### config.mk
export PLATFORM = sky130hd
export DESIGN_NAME = tpu_sequencer
export DESIGN_NICKNAME = d
export VERILOG_FILES = /design/src/rtl/tpu_pkg.sv /design/src/rtl/tpu_sequencer_skew.sv /design/src/rtl/tpu_sequencer.sv
export SDC_FILE = /design/constraint.sdc
export NUM_CORES = 1
export LEC_CHECK = 0
export ABC_AREA = 1
export BUFFER_PORTS_ARGS = -buffer_cell sky130_fd_sc_hd__buf_2
export CORE_MARGIN = 1.5
export CORE_UTILIZATION = 49
export CTS_CLUSTER_DIAMETER = 150
export DETAILED_ROUTE_END_ITERATION = 10
export PLACE_DENSITY = 0.78
export SYNTH_ARGS = -nofsm -noshare
export SYNTH_HDL_FRONTEND = slang
export SYNTH_HIERARCHICAL = 1
export SYNTH_SLANG_ARGS = --single-unit
### constraint.sdc
create_clock -name clk -period 2.6 [get_ports clk]
set_input_delay 0.13 -clock clk [delete_from_list [all_inputs] [get_ports clk]]
set_output_delay 0.13 -clock clk [all_outputs]
set_load 0.02 [all_outputs]
### src/rtl/tpu_pkg.sv
// Shared opcodes, instruction field positions and sequencer state type for the Mini TPU.
package tpu_pkg;

  localparam logic [1:0] OP_NOP    = 2'b00;
  localparam logic [1:0] OP_LOAD_A = 2'b01;
  localparam logic [1:0] OP_LOAD_B = 2'b10;
  localparam logic [1:0] OP_CTRL   = 2'b11;

  localparam logic SUB_COMPUTE = 1'b0;
  localparam logic SUB_OUTPUT  = 1'b1;

  typedef enum logic [2:0] {IDLE, CLEAR, FEED, DRAIN, DONE} seq_state_t;

  // A single-lane array still needs a 1-bit index.
  function automatic int unsigned idx_width(input int unsigned n);
    return (n > 1) ? $clog2(n) : 1;
  endfunction

  function automatic int unsigned cnt_width(input int unsigned n);
    return $clog2(2 * n);
  endfunction

  function automatic int unsigned op_lsb(input int unsigned iw);
    return iw - 2;
  endfunction

  function automatic int unsigned sub_pos(input int unsigned iw);
    return iw - 3;
  endfunction

  function automatic int unsigned line_lsb(input int unsigned iw, input int unsigned idx_w);
    return iw - 2 - idx_w;
  endfunction

  function automatic int unsigned elem_lsb(input int unsigned iw, input int unsigned idx_w);
    return iw - 2 - 2 * idx_w;
  endfunction

endpackage

### src/rtl/tpu_sequencer_skew.sv
// Skewed operand-feed generator: lane i reads element t-i while i <= t < i+ARRAY_N.
module tpu_skew_gen
  import tpu_pkg::*;
#(
  parameter int unsigned ARRAY_N = 4
) (
  input  logic                                    active,
  input  logic [cnt_width(ARRAY_N)-1:0]           t,
  output logic [ARRAY_N-1:0]                      read_enable,
  output logic [ARRAY_N*idx_width(ARRAY_N)-1:0]   read_elem
);

  localparam int unsigned IDX_W = idx_width(ARRAY_N);

  always_comb begin
    read_enable = '0;
    read_elem   = '0;
    for (int i = 0; i < ARRAY_N; i++) begin
      if (active && (int'(t) >= i) && (int'(t) < i + int'(ARRAY_N))) begin
        read_enable[i]              = 1'b1;
        read_elem[i*IDX_W +: IDX_W] = IDX_W'(int'(t) - i);
      end
    end
  end

endmodule

### src/rtl/tpu_sequencer.sv
// Mini TPU instruction decoder / compute sequencer. Optional feature macro: TPU_ACC_CLEAR_EN
// (adds array_clear and a one-cycle CLEAR state ahead of FEED for COMPUTE with instr[0]=1).
module tpu_sequencer
  import tpu_pkg::*;
#(
  parameter int unsigned ARRAY_N     = 4,
  parameter int unsigned DATA_WIDTH  = 8,
  parameter int unsigned INSTR_WIDTH = 16
) (
  input  logic                                   clk,
  input  logic                                   rst_n,
  input  logic                                   instr_valid,
  input  logic [INSTR_WIDTH-1:0]                 instr,
  output logic                                   instr_ready,
  output logic                                   busy,
  output logic                                   done,
`ifdef TPU_ACC_CLEAR_EN
  output logic                                   array_clear,
`endif
  output logic                                   array_write_enable,
  output logic [idx_width(ARRAY_N)-1:0]          array_output_row,
  output logic [idx_width(ARRAY_N)-1:0]          array_output_column,
  output logic                                   mema_write_enable,
  output logic [idx_width(ARRAY_N)-1:0]          mema_write_line,
  output logic [idx_width(ARRAY_N)-1:0]          mema_write_elem,
  output logic [DATA_WIDTH-1:0]                  mema_data_in,
  output logic                                   memb_write_enable,
  output logic [idx_width(ARRAY_N)-1:0]          memb_write_line,
  output logic [idx_width(ARRAY_N)-1:0]          memb_write_elem,
  output logic [DATA_WIDTH-1:0]                  memb_data_in,
  output logic [ARRAY_N-1:0]                     mema_read_enable,
  output logic [ARRAY_N*idx_width(ARRAY_N)-1:0]  mema_read_elem,
  output logic [ARRAY_N-1:0]                     memb_read_enable,
  output logic [ARRAY_N*idx_width(ARRAY_N)-1:0]  memb_read_elem
);

  localparam int unsigned IDX_W    = idx_width(ARRAY_N);
  localparam int unsigned CNT_W    = cnt_width(ARRAY_N);
  localparam int unsigned OP_LSB   = op_lsb(INSTR_WIDTH);
  localparam int unsigned SUB_POS  = sub_pos(INSTR_WIDTH);
  localparam int unsigned LINE_LSB = line_lsb(INSTR_WIDTH, IDX_W);
  localparam int unsigned ELEM_LSB = elem_lsb(INSTR_WIDTH, IDX_W);

  localparam logic [CNT_W-1:0] FEED_LAST  = CNT_W'(2 * ARRAY_N - 2);
  localparam logic [CNT_W-1:0] DRAIN_LAST = CNT_W'(ARRAY_N - 1);

  // Decoded instruction fields
  logic [1:0]            op;
  logic                  sub;
  logic [IDX_W-1:0]      f_line;
  logic [IDX_W-1:0]      f_elem;
  logic [DATA_WIDTH-1:0] f_data;
  logic                  unused_instr;

  assign op           = instr[OP_LSB +: 2];
  assign sub          = instr[SUB_POS];
  assign f_line       = instr[LINE_LSB +: IDX_W];
  assign f_elem       = instr[ELEM_LSB +: IDX_W];
  assign f_data       = instr[DATA_WIDTH-1:0];
  assign unused_instr = ^instr;

  seq_state_t              state_q, state_d;
  logic [CNT_W-1:0]        t_q, t_d;
  logic                    ready_q, busy_q, done_q, arr_we_q, clear_q;
  logic [IDX_W-1:0]        row_q, col_q;
  logic                    mema_we_q, memb_we_q;
  logic [IDX_W-1:0]        mema_line_q, mema_elem_q, memb_line_q, memb_elem_q;
  logic [DATA_WIDTH-1:0]   mema_data_q, memb_data_q;
  logic [ARRAY_N-1:0]      rd_en_q;
  logic [ARRAY_N*IDX_W-1:0] rd_elem_q;

  logic                    fire;
  logic                    start_clear;
  logic [ARRAY_N-1:0]      skew_en;
  logic [ARRAY_N*IDX_W-1:0] skew_elem;

  // ready_q is only ever high while IDLE, so a transfer can only happen there.
  assign fire = instr_valid && ready_q;

`ifdef TPU_ACC_CLEAR_EN
  assign start_clear = instr[0];
`else
  assign start_clear = 1'b0;
`endif

  always_comb begin
    state_d = state_q;
    t_d     = t_q;
    unique case (state_q)
      IDLE: begin
        if (fire && (op == OP_CTRL) && (sub == SUB_COMPUTE)) begin
          state_d = start_clear ? CLEAR : FEED;
          t_d     = '0;
        end
      end
      CLEAR: begin
        state_d = FEED;
        t_d     = '0;
      end
      FEED: begin
        if (t_q == FEED_LAST) begin
          state_d = DRAIN;
          t_d     = '0;
        end else begin
          t_d = t_q + 1'b1;
        end
      end
      DRAIN: begin
        if (t_q == DRAIN_LAST) begin
          state_d = DONE;
          t_d     = '0;
        end else begin
          t_d = t_q + 1'b1;
        end
      end
      DONE: begin
        state_d = IDLE;
        t_d     = '0;
      end
      default: begin
        state_d = IDLE;
        t_d     = '0;
      end
    endcase
  end

  // Driven from next-state so the registered lane outputs line up with the state they describe.
  tpu_skew_gen #(
    .ARRAY_N(ARRAY_N)
  ) u_skew (
    .active      (state_d == FEED),
    .t           (t_d),
    .read_enable (skew_en),
    .read_elem   (skew_elem)
  );

  always_ff @(posedge clk or negedge rst_n) begin
    if (!rst_n) begin
      state_q     <= IDLE;
      t_q         <= '0;
      ready_q     <= 1'b0;
      busy_q      <= 1'b0;
      done_q      <= 1'b0;
      arr_we_q    <= 1'b0;
      clear_q     <= 1'b0;
      row_q       <= '0;
      col_q       <= '0;
      mema_we_q   <= 1'b0;
      mema_line_q <= '0;
      mema_elem_q <= '0;
      mema_data_q <= '0;
      memb_we_q   <= 1'b0;
      memb_line_q <= '0;
      memb_elem_q <= '0;
      memb_data_q <= '0;
      rd_en_q     <= '0;
      rd_elem_q   <= '0;
    end else begin
      state_q   <= state_d;
      t_q       <= t_d;
      ready_q   <= (state_d == IDLE);
      busy_q    <= (state_d != IDLE);
      done_q    <= (state_d == DONE);
      arr_we_q  <= (state_d == FEED) || (state_d == DRAIN);
      clear_q   <= (state_d == CLEAR);
      rd_en_q   <= skew_en;
      rd_elem_q <= skew_elem;

      mema_we_q <= fire && (op == OP_LOAD_A);
      memb_we_q <= fire && (op == OP_LOAD_B);
      if (fire && (op == OP_LOAD_A)) begin
        mema_line_q <= f_line;
        mema_elem_q <= f_elem;
        mema_data_q <= f_data;
      end
      if (fire && (op == OP_LOAD_B)) begin
        memb_line_q <= f_line;
        memb_elem_q <= f_elem;
        memb_data_q <= f_data;
      end
      if (fire && (op == OP_CTRL) && (sub == SUB_OUTPUT)) begin
        row_q <= f_line;
        col_q <= f_elem;
      end
    end
  end

  assign instr_ready         = ready_q;
  assign busy                = busy_q;
  assign done                = done_q;
`ifdef TPU_ACC_CLEAR_EN
  assign array_clear         = clear_q;
`endif
  assign array_write_enable  = arr_we_q;
  assign array_output_row    = row_q;
  assign array_output_column = col_q;
  assign mema_write_enable   = mema_we_q;
  assign mema_write_line     = mema_line_q;
  assign mema_write_elem     = mema_elem_q;
  assign mema_data_in        = mema_data_q;
  assign memb_write_enable   = memb_we_q;
  assign memb_write_line     = memb_line_q;
  assign memb_write_elem     = memb_elem_q;
  assign memb_data_in        = memb_data_q;
  // A and B lanes are fed identically.
  assign mema_read_enable    = rd_en_q;
  assign mema_read_elem      = rd_elem_q;
  assign memb_read_enable    = rd_en_q;
  assign memb_read_elem      = rd_elem_q;

`ifndef TPU_ACC_CLEAR_EN
  logic unused_clear;
  assign unused_clear = clear_q;
`endif

endmodule

==> flow_metrics.py <==
metrics = {
    "placed_design": {
        "dp_slack_ps": 612,
        "globalplace.congestion": 0.713,
        "dp.cells": 333,
        "port_buffers": 74,
        "placed_area_mm2": 0.00259,
        "dpl.hpwl_um": 2820,
    },
    "clock_network": {
        "clkTransAtPathRegs_ps": 90,
        "cts_tree": "yes",
        "htree_levels": 2,
        "ctsLongestPathBuffers": 2,
        "cts_buffers": 5,
        "post_cts_resized": 0,
        "cts_sinks": 52,
        "cts_root_buffer": "clkbuf_8",
        "cts_setup_buffers": 0,
        "clock_latency_ps": 310,
    },
    "setup_path": {
        "reg2reg_depth": 12,
        "cpMostUsedCell": "ha_1",
        "crit_type": "reg -> reg",
        "required_ps": 2810,
        "endpoint_kind": "flip-flop",
        "rr_startpoint": "t_q[0]",
        "worst-path-max-fanout": 9,
        "r2r_slack_ps": 610,
        "crit_chain": "ha_1, ha_1, a21oi_1, o21ai_0, o21ai_0, buf_4, inv_1, ha_1, inv_1, nand2_1, nand3_2, nor2_1",
        "slowest_delay_ps": 420,
        "cp.arrival_ps": 2200,
        "cp-start-kind": "flip-flop",
        "worstReg2RegEnd": "mema_read_elem[2]",
        "crit_slowest_cell": "dfrtp_1",
    },
    "drt": {
        "ant_nets": 0,
        "finalWirelength_um": 3870,
        "vias": 1603,
        "vias_per_cell": 4.69,
        "drt_iter0_markers": 66,
        "wire_per_inst_um": 11.3,
        "firstDrtPassIters": 4,
        "drc": 0,
    },
    "sta": {
        "worst_slack_ps": 610,
        "finalSetupViolations": 0,
        "finClkSkew_ps": 11.0,
        "rsz0062_at_grt": "no",
        "fin_crit_sh_pct": 76.5,
        "max_freq_mhz": 503,
        "hold_slack_ps": 79.3,
        "hold_violations": 0,
        "tns_ps": 0,
        "final_max_slew_viol_count": 0,
        "max_slew_margin_pct": 43.1,
        "period_needed_ps": 1990,
        "worst_slew_pin_slew_ps": 854,
    },
    "finish": {
        "syn2layout_area_growth_pct": 19.8,
        "stdcell_count": 342,
        "antenna_cells": 0,
        "nets": 314,
        "drive_gt1_share_pct": 40.3,
        "final_area_mm2": 0.00271,
    },
    "run": {
        "max_cap_viol_count": 0,
    },
    "logic_synthesis": {
        "ys_warn_count": 6,
        "syn_nets": 244,
        "synth_seq_cells": 52,
        "synth_area_leader_cell": "dfrtp_1",
        "postSynth.asyncResetShare_pct": 100,
        "syn_inst": 219,
        "synth-edff-count": 0,
        "synth-seq-area-share_pct": 57.5,
        "synth_area_leaders": "dfrtp_1 57%, nand2_1 6.6%, inv_1 5.5%, o21ai_2 4.6%, buf_4 4.0%",
        "yosysMostFrequentCell": "dfrtp_1",
        "synth_cell_types": 24,
        "syn-cell-area_mm2": 0.00226,
        "ys.flop_type": "dfrtp_1",
        "synth_common_cells": "52 x dfrtp_1, 40 x nand2_1, 33 x inv_1, 16 x o21ai_0, 13 x nor2_1",
        "synth_top_area_share_pct": 57.5,
        "syn_avg_cell_area_um2": 10.3,
    },
    "min_path": {
        "min_path_cells": 3,
        "min_path_type": "in -> reg",
        "min_from": "instr[1]",
        "holdPathEnd": "memb_data_in[1]",
    },
    "power": {
        "p_per_area_mw_per_mm2": 1360,
        "p_int_w": 0.00205,
        "power_frac_seq_pct": 35.6,
        "p_comb_share_pct": 49.8,
        "p_leak_nw": 1.57,
        "clkPwrFrac_pct": 14.6,
        "switching_share_pct": 44.4,
        "power.switching_w": 0.00163,
        "irDropWorstVdd_uv": 807,
    },
    "floorplan": {
        "die_h_um": 71.0,
        "initial_core_util_pct": 51.3,
        "num_rows": 24,
        "die_width_um": 71.0,
        "core_mm2": 0.00441,
        "die_area_mm2": 0.00504,
        "io-pin-count": 77,
    },
    "outcome": {
        "status": "finished clean",
    },
    "grt": {
        "antenna_found_initial": 0,
        "overflow": 0,
        "track_usage_pct": 16.7,
        "grt_pass1_vias": 1514,
        "grt_max_degree": 41,
        "grt_pass1_wl_um": 6550,
    },
}
area by class of cell:
cell class                 count  area [um2]
clock buffer                   6        72.6
clock inverter                 2        35.0
fill                         379        1700
inverter                      35         131
multi-input combinational    116         696
sequential                    52        1300
tap                           52        65.1
timing repair buffer          79         410
through the flow:
step,total power (W),utilization [%]
floorplan,0.00268,-
global placement,0.00312,58.8
detailed placement,0.00317,58.8
CTS,0.00371,61.4
global route,0.00400,61.4
finish,0.00368,61.4
worst max-delay path, delay by kind of cell, from the launching register on:
kind | cells | cell delay (ps)
AOI/OAI and AO/OA | 3 | 390
adders and majority gates | 3 | 610
buffers and inverters | 3 | 300
DFF | 1 | 420
and+or+nand+nor | 3 | 190
worst max path at each step:
stage	cells after the start	end	start
finish	12	mema_read_elem[2]	t_q[0]
detailed placement	12	mema_read_elem[2]	t_q[0]
global route	11	mema_read_elem[6]	t_q[0]
floorplan	11	mema_read_elem[2]	t_q[0]
global placement	12	mema_read_elem[2]	t_q[0]
CTS	12	mema_read_elem[2]	t_q[0]
power groups by stage:
stage	Sequential [W]	Clock [W]	Combinational [W]
2_1_floorplan	0.00169	0	0.000992
6_report	0.00131	0.000538	0.00183
5_1_grt	0.00135	0.000585	0.00206
4_1_cts	0.00131	0.000550	0.00185
3_3_place_gp	0.00131	0	0.00181
3_5_place_dp	0.00132	0	0.00185
placed cells by master (no fill, tap or decap), types with 2 or more instances in the layout:
master    netlist  layout
nor2_1         13      13
o21ai_1         4       4
ha_1            6       6
nand2_4         3       3
buf_4          12       4
clkbuf_8        0       5
nand2_1        40      40
nand3_1         4       4
inv_1          33      33
nand3_2         2       2
o21ai_0        16      16
inv_2           2       2
buf_2           0      74
nand2_2         5       5
o21ai_2        12      12
a21oi_2         3       3
dfrtp_1        52      52
kinds of logic after synthesis:
family                   count (synthesis)  synth area share, %
AND/OR/NAND/NOR                         73                 16.3
flip-flops                              52                 57.5
buffers and inverters                   51                 11.8
AO/OA/AOI/OAI                           37                 11.2
adder cells (fa/ha/maj)                  6                 3.32
registers in the layout (all words and copies together) (netlist names):
register and count:
memb_write_elem 2, array_output_column 2, mema_write_line 2, mema_read_elem 8
mema_data_in 8, array_output_row 2, mema_read_enable 4, state_q 3
array_write_enable 1, memb_write_line 2, memb_write_enable 1, mema_write_elem 2
t_q 3, busy 1, instr_ready 1, done 1
mema_write_enable 1, memb_data_in 8
routing by layer:
metal | GRT usage, % | share of wire, % | up-vias
met5 | 0 | 0 | -
met4 | 6.29 | 1.7 | 0
met3 | 5.41 | 7.1 | 7
met2 | 28.7 | 50 | 55
met1 | 19.6 | 41 | 733
li1 | - | - | 808
timing repair:
action	in CTS	in global routing
endpoints found under the setup margin	0	0
hold buffers	1	0
endpoints found under the hold margin	38	0
Power figures use the tool's default switching activity.
